[config.mk]
export PLATFORM = sky130hd
export DESIGN_NAME = instr_fetch_unit
export DESIGN_NICKNAME = d
export VERILOG_FILES = /design/src/rtl/rv_pkg.sv /design/src/rtl/fetch_fifo.sv /design/src/rtl/instr_fetch_unit.sv
export SDC_FILE = /design/constraint.sdc
export NUM_CORES = 1
export LEC_CHECK = 0
export CAP_MARGIN = 25
export CORE_MARGIN = 2
export CORE_UTILIZATION = 30
export CTS_BUF_LIST = sky130_fd_sc_hd__clkbuf_8
export DETAILED_ROUTE_END_ITERATION = 12
export PLACE_DENSITY_LB_ADDON = 0.3
export SLEW_MARGIN = 25
export SYNTH_ARGS = -nofsm -noshare
export SYNTH_HDL_FRONTEND = slang
export SYNTH_HIERARCHICAL = 1
export SYNTH_SLANG_ARGS = --single-unit
export TNS_END_PERCENT = 100
[constraint.sdc]
create_clock -name clk -period 5.25 [get_ports clk]
set_input_delay 1.3125 -clock clk [delete_from_list [all_inputs] [get_ports clk]]
set_output_delay 1.3125 -clock clk [all_outputs]
set_load 0.02 [all_outputs]
[src/rtl/rv_pkg.sv]
// ---------------------------------------------------------------------------
// rv_pkg
//   Shared definitions for the cpu front end: machine widths, reset PC,
//   canonical NOP encoding and the {pc, instr} record carried from fetch to
//   decode.
// ---------------------------------------------------------------------------
package rv_pkg;

   localparam int unsigned XLEN      = 32;
   localparam int unsigned ILEN      = 32;
   localparam logic [XLEN-1:0] RESET_PC  = 32'h0000_0000;
   localparam logic [ILEN-1:0] INSTR_NOP = 32'h0000_0013;

   typedef struct packed {
      logic [XLEN-1:0] pc;
      logic [ILEN-1:0] instr;
   } fetch_entry_t;

endpackage

[src/rtl/fetch_fifo.sv]
// ---------------------------------------------------------------------------
// fetch_fifo
//   Synchronous FIFO buffering fetched {pc, instr} words for decode.
//   Flush has priority over push and pop. The head word reads as zero while
//   the FIFO is empty, so downstream outputs are clean whenever nothing is
//   valid.
// Ports
//   clk        in   1        rising-edge clock
//   rst        in   1        asynchronous active-high reset (pointers, count)
//   push       in   1        write push_data this cycle
//   pop        in   1        remove head entry this cycle
//   flush      in   1        discard all entries (wins over push/pop)
//   push_data  in   WIDTH    word to write
//   head_data  out  WIDTH    oldest entry (zero when empty)
//   full       out  1        count == DEPTH
//   empty      out  1        count == 0
//   count      out  AW+1     number of stored entries
// ---------------------------------------------------------------------------
module fetch_fifo #(
   parameter int unsigned WIDTH = 64,
   parameter int unsigned DEPTH = 2
) (
   input  logic                     clk,
   input  logic                     rst,
   input  logic                     push,
   input  logic                     pop,
   input  logic                     flush,
   input  logic [WIDTH-1:0]         push_data,
   output logic [WIDTH-1:0]         head_data,
   output logic                     full,
   output logic                     empty,
   output logic [$clog2(DEPTH):0]   count
);

   localparam int unsigned AW = $clog2(DEPTH);
   localparam int unsigned CW = AW + 1;

   logic [WIDTH-1:0] mem [DEPTH];
   logic [AW-1:0]    wr_ptr;
   logic [AW-1:0]    rd_ptr;
   logic             do_push;
   logic             do_pop;

   assign do_push   = push && !flush;
   assign do_pop    = pop && !flush && !empty;
   assign full      = (count == CW'(DEPTH));
   assign empty     = (count == '0);
   assign head_data = empty ? '0 : mem[rd_ptr];

   always_ff @(posedge clk or posedge rst) begin
      if (rst) begin
         wr_ptr <= '0;
         rd_ptr <= '0;
         count  <= '0;
      end else if (flush) begin
         wr_ptr <= '0;
         rd_ptr <= '0;
         count  <= '0;
      end else begin
         if (do_push) wr_ptr <= wr_ptr + AW'(1);
         if (do_pop)  rd_ptr <= rd_ptr + AW'(1);
         count <= count + CW'(do_push) - CW'(do_pop);
      end
   end

   // Storage needs no reset: nothing is observable until count says so.
   always_ff @(posedge clk) begin
      if (do_push) mem[wr_ptr] <= push_data;
   end

endmodule

[src/rtl/instr_fetch_unit.sv]
// ---------------------------------------------------------------------------
// instr_fetch_unit
//   Front-end fetch stage. Owns the fetch PC, issues word reads to a
//   1-cycle-latency synchronous instruction memory, buffers returned
//   {pc, instr} pairs in fetch_fifo and presents them to decode over a
//   valid/ready handshake. A redirect from execute reloads the PC, flushes
//   the buffer and drops any response still in flight.
// Ports
//   clk             in   1        rising-edge clock
//   rst             in   1        asynchronous active-high reset
//   imem_req        out  1        read request this cycle
//   imem_addr       out  IMEM_AW  word address (fetch_pc[IMEM_AW+1:2])
//   imem_rdata      in   ILEN     read data, one cycle after imem_req
//   redirect_valid  in   1        execute redirects fetch this cycle
//   redirect_pc     in   XLEN     redirect target (low two bits ignored)
//   out_valid       out  1        out_pc/out_instr valid to decode
//   out_ready       in   1        decode accepts this cycle
//   out_pc          out  XLEN     PC of presented instruction
//   out_instr       out  ILEN     presented instruction
// ---------------------------------------------------------------------------
module instr_fetch_unit
   import rv_pkg::*;
#(
   parameter int unsigned     XLEN       = rv_pkg::XLEN,
   parameter logic [XLEN-1:0] RESET_PC   = XLEN'(rv_pkg::RESET_PC),
   parameter int unsigned     FIFO_DEPTH = 2,
   parameter int unsigned     IMEM_AW    = 8
) (
   input  logic               clk,
   input  logic               rst,
   output logic               imem_req,
   output logic [IMEM_AW-1:0] imem_addr,
   input  logic [ILEN-1:0]    imem_rdata,
   input  logic               redirect_valid,
   input  logic [XLEN-1:0]    redirect_pc,
   output logic               out_valid,
   input  logic               out_ready,
   output logic [XLEN-1:0]    out_pc,
   output logic [ILEN-1:0]    out_instr
);

   localparam int unsigned CW = $clog2(FIFO_DEPTH) + 1;
   localparam int unsigned OW = CW + 1;
   localparam int unsigned EW = XLEN + ILEN;

   logic [XLEN-1:0] fetch_pc;
   logic [XLEN-1:0] resp_pc;
   logic            inflight;
   logic            push;
   logic            pop;
   logic            full;
   logic            empty;
   logic [CW-1:0]   count;
   logic [OW-1:0]   occupancy;
   logic [EW-1:0]   head;

   assign pop       = out_valid && out_ready;
   // Entries that will hold buffer space after this edge: stored plus the
   // returning response, minus the one decode takes now.
   assign occupancy = OW'(count) + OW'(inflight) - OW'(pop);
   assign imem_req  = !rst && !redirect_valid && (occupancy < OW'(FIFO_DEPTH));
   assign imem_addr = fetch_pc[IMEM_AW+1:2];

   // A killed request's response always returns in the redirect cycle itself,
   // so gating push with redirect_valid (and the FIFO's flush priority) drops
   // it without a separate killed flag.
   assign push      = inflight && !redirect_valid;

   assign out_valid = !empty;
   assign {out_pc, out_instr} = head;

   always_ff @(posedge clk or posedge rst) begin
      if (rst) begin
         fetch_pc <= RESET_PC;
         resp_pc  <= '0;
         inflight <= 1'b0;
      end else if (redirect_valid) begin
         fetch_pc <= redirect_pc & ~XLEN'(3);
         inflight <= 1'b0;
      end else begin
         inflight <= imem_req;
         if (imem_req) begin
            resp_pc  <= fetch_pc;
            fetch_pc <= fetch_pc + XLEN'(4);
         end
      end
   end

   fetch_fifo #(
      .WIDTH (EW),
      .DEPTH (FIFO_DEPTH)
   ) u_fifo (
      .clk       (clk),
      .rst       (rst),
      .push      (push),
      .pop       (pop),
      .flush     (redirect_valid),
      .push_data ({resp_pc, imem_rdata}),
      .head_data (head),
      .full      (full),
      .empty     (empty),
      .count     (count)
   );

   // The issue rule reserves a slot for every request, so a push can never
   // meet a full buffer.
   always_ff @(posedge clk) begin
      if (!rst) assert (!(push && full));
   end

endmodule
==> metrics.md <==
| Metric | Value |
|---|---|
| Run status | `completed` |
| Clk pin slew, worst setup/hold paths | `between 100 and 150 ps` |
| Initial Util | `between 30% and 40%` |
| Area Growth Syn to Fin | `25.8%` |
| Vias in the first global route | `slightly below 5,000` |
| First-pass DRT Iterations | `4` |
| CTS max path bufs | `2` |
| Slew Viols, Final | `0` |
| Die W | `~170 um` |
| Hold Path Stages | `0` |
| Clk_lat worst skew | `between 400 and 500 ps` |
| DRT iter0 DRCs | `around 200` |
| Worst path slowest cell | `clkdlybuf4s50_1` |
| Final min period | `5070 ps` |
| CP Class | `in -> out` |
| Drt via density | `around 4.5` |
| R2R cell count | `11` |
| Endpoints failing setup | `0` |
| WHS | `466 ps` |
| Average wire per standard cell | `approximately 17 um` |
| Cell area after synthesis | `just over 0.008 mm2` |
| Final Hold Viols | `0` |
| Area of the multi-input gates | `between 0.002 and 0.0025 mm2` |
| Crit path depth | `8` |
| CP Capture Type | `output pin` |
| Syn Area/Cell | `14.2 um2` |
| RePlAce Congestion | `slightly above 0.7` |
| Total track usage | `12.6%` |
| Core box area | `0.0268 mm2` |
| Pin count of the biggest net entering global routing | `70` |
| Cell Area, Placed | `between 0.009 and 0.01 mm2` |
| First-pass GRT wire length | `between 20 and 30 mm` |
| Number of cell rows | `60` |
| Clk root buf | `clkbuf_8` |
| CP max stage delay | `600 ps` |
| Tightest Hold Check Type | `reg -> reg` |
| Ys Warns | `6` |
| Die Area | `between 0.02 and 0.03 mm2` |
| Post-cts resize count | `0` |
| Via count | `~4,800` |
| Leak | `roughly 3.5 nW` |
| Final net count | `785` |
| Max cap viols | `0` |
| Num CTS Buffers | `17` |
| Power density cells | `299 mW/mm2` |
| Cells after Synth | `between 500 and 600` |
| GR Overflow Total | `0` |
| Clk sink count | `a little under 200` |
| Routed WL | `roughly 18 mm` |
| Layout cells sized above 1 | `between 10% and 20%` |
| Clock skew | `~18 ps` |
| Flop2flop setup slack | `just under 2000 ps` |
| Post-CTS setup buffer count | `0` |
| Antenna violations before repair | `1` |
| Worst setup SP type | `primary input` |
| Routed Antenna Nets | `0` |
| Max FO, Critical Path | `2` |
| DRC viols | `0` |
| Die height | `roughly 170 um` |
| Detailed Place HPWL | `between 10 and 15 mm` |
| Crit path DAT | `3760 ps` |
| Filler Cell Count | `between 2,000 and 3,000` |
| I/O pin count | `around 140` |
| Register area | `between 0.005 and 0.006 mm2` |
| Final Cell Area | `~0.01 mm2` |
| TNS Setup | `0 ps` |
| VDD IR max | `between 0.1 and 0.15 mV` |
| Hold Buf Count CTS | `0` |
| RSZ-0062 raised after global routing | `no` |
| Cell Chain, Critical Path | `clkdlybuf4s50_1 > nor2b_1 > ha_1 > nand2b_1 > fa_1 > nor2b_1 > and3b_1 > clkdlybuf4s50_1` |
| IO buf count | `about 140` |
| Worst slew pin tran | `around 790 ps` |
| Buf/Inv on CP | `2` |
| Max Clock Freq | `roughly 0.2 GHz` |
| Critical Path RT | `3940 ps` |
| CTS tree | `done` |
| Period utilization | `96.6%` |
| Depth of the CTS H-tree | `4` |
| Slew margin rel. | `between 40% and 50%` |
| CP delay by family, top | `buffers and inverters` |
[placed cells by master (no fill, tap or decap), drive strengths merged, types with 2 or more instances in the layout]
| master | instances |
|---|---|
| xnor2 | 23 |
| clkinv | 7 |
| clkbuf | 17 |
| nand3 | 5 |
| nand4 | 11 |
| inv | 17 |
| conb | 4 |
| ha | 4 |
| nor2b | 7 |
| xor2 | 2 |
| edfxtp | 128 |
| and3 | 4 |
| mux2 | 31 |
| and4 | 2 |
| mux2i | 65 |
| clkdlybuf4s50 | 138 |
| and3b | 2 |
| nand2b | 2 |
| nor3 | 6 |
| nor4 | 8 |
| and2 | 2 |
| nor2 | 76 |
| dfrtp | 65 |
| o311ai | 2 |
| o211ai | 4 |
| nand2 | 41 |
| buf | 14 |
| o21ai | 27 |
| nand3b | 4 |
[worst register-to-register path, cell delays in order, from the launching register on]
cell,delay [ps]
dfrtp_1,500
nor2_4,70
nor2b_1,160
ha_1,250
nand2b_1,160
fa_1,470
nor2b_1,160
buf_4,160
and3b_1,180
buf_4,320
nand4bb_1,340
o311ai_0,400
[flip-flops by register name, indices dropped and copies added (netlist names)]
register / flops
u_fifo/wr_ptr: 1
resp_pc: 30
u_fifo/rd_ptr: 1
inflight: 1
fetch_pc: 30
u_fifo/count: 2
u_fifo/mem: 128
[cell type report]
| cell class | count | share of cell area [%] |
|---|---|---|
| clock buffers | 17 | 2.28 |
| multi-input cells | 337 | 23.4 |
| well taps | 341 | 4.16 |
| clock inverters | 15 | 1.46 |
| repair buffers | 152 | 14.9 |
| diodes | 1 | 0.0244 |
| flip-flops and latches | 193 | 53.3 |
| inverters | 11 | 0.402 |
[worst paths after layout]
| kind | from | endpoint |
|---|---|---|
| max reg2reg | u_fifo/count[1] | fetch_pc[19] |
| min | resp_pc[5] | u_fifo/mem[0][37] |
| max | out_ready | imem_req |
| min in group asynchronous | rst | u_fifo/rd_ptr |
| max in group asynchronous | rst | resp_pc[30] |
| min reg2reg | resp_pc[5] | u_fifo/mem[0][37] |
[power breakdown]
group,switching (mW),total [mW],internal [mW]
Combinational,0.138,0.300,0.162
Sequential,0.0752,1.82,1.74
Clock,0.558,0.948,0.390
Total,0.771,3.07,2.29
[stage by stage]
stage	instances	worst slack, ps	utilization, %	total power [mW]
after floorplan	576	147	-	2.01
after global placement	1033	198	36.7	2.15
after detailed placement	1033	173	36.7	2.15
after CTS	1065	159	38.2	3.10
after global routing	1067	42.6	38.3	3.21
final	1067	180	38.3	3.07
[layer usage]
metal | track usage [%] | vias to the layer above | routed length (um)
li1 | - | 2320 | -
met1 | 16.4 | 2357 | 7960
met2 | 21.1 | 122 | 8530
met3 | 2.64 | 16 | 832
met4 | 4.20 | 0 | 308
met5 | 0 | - | 0
Power figures use the tool's default switching activity.
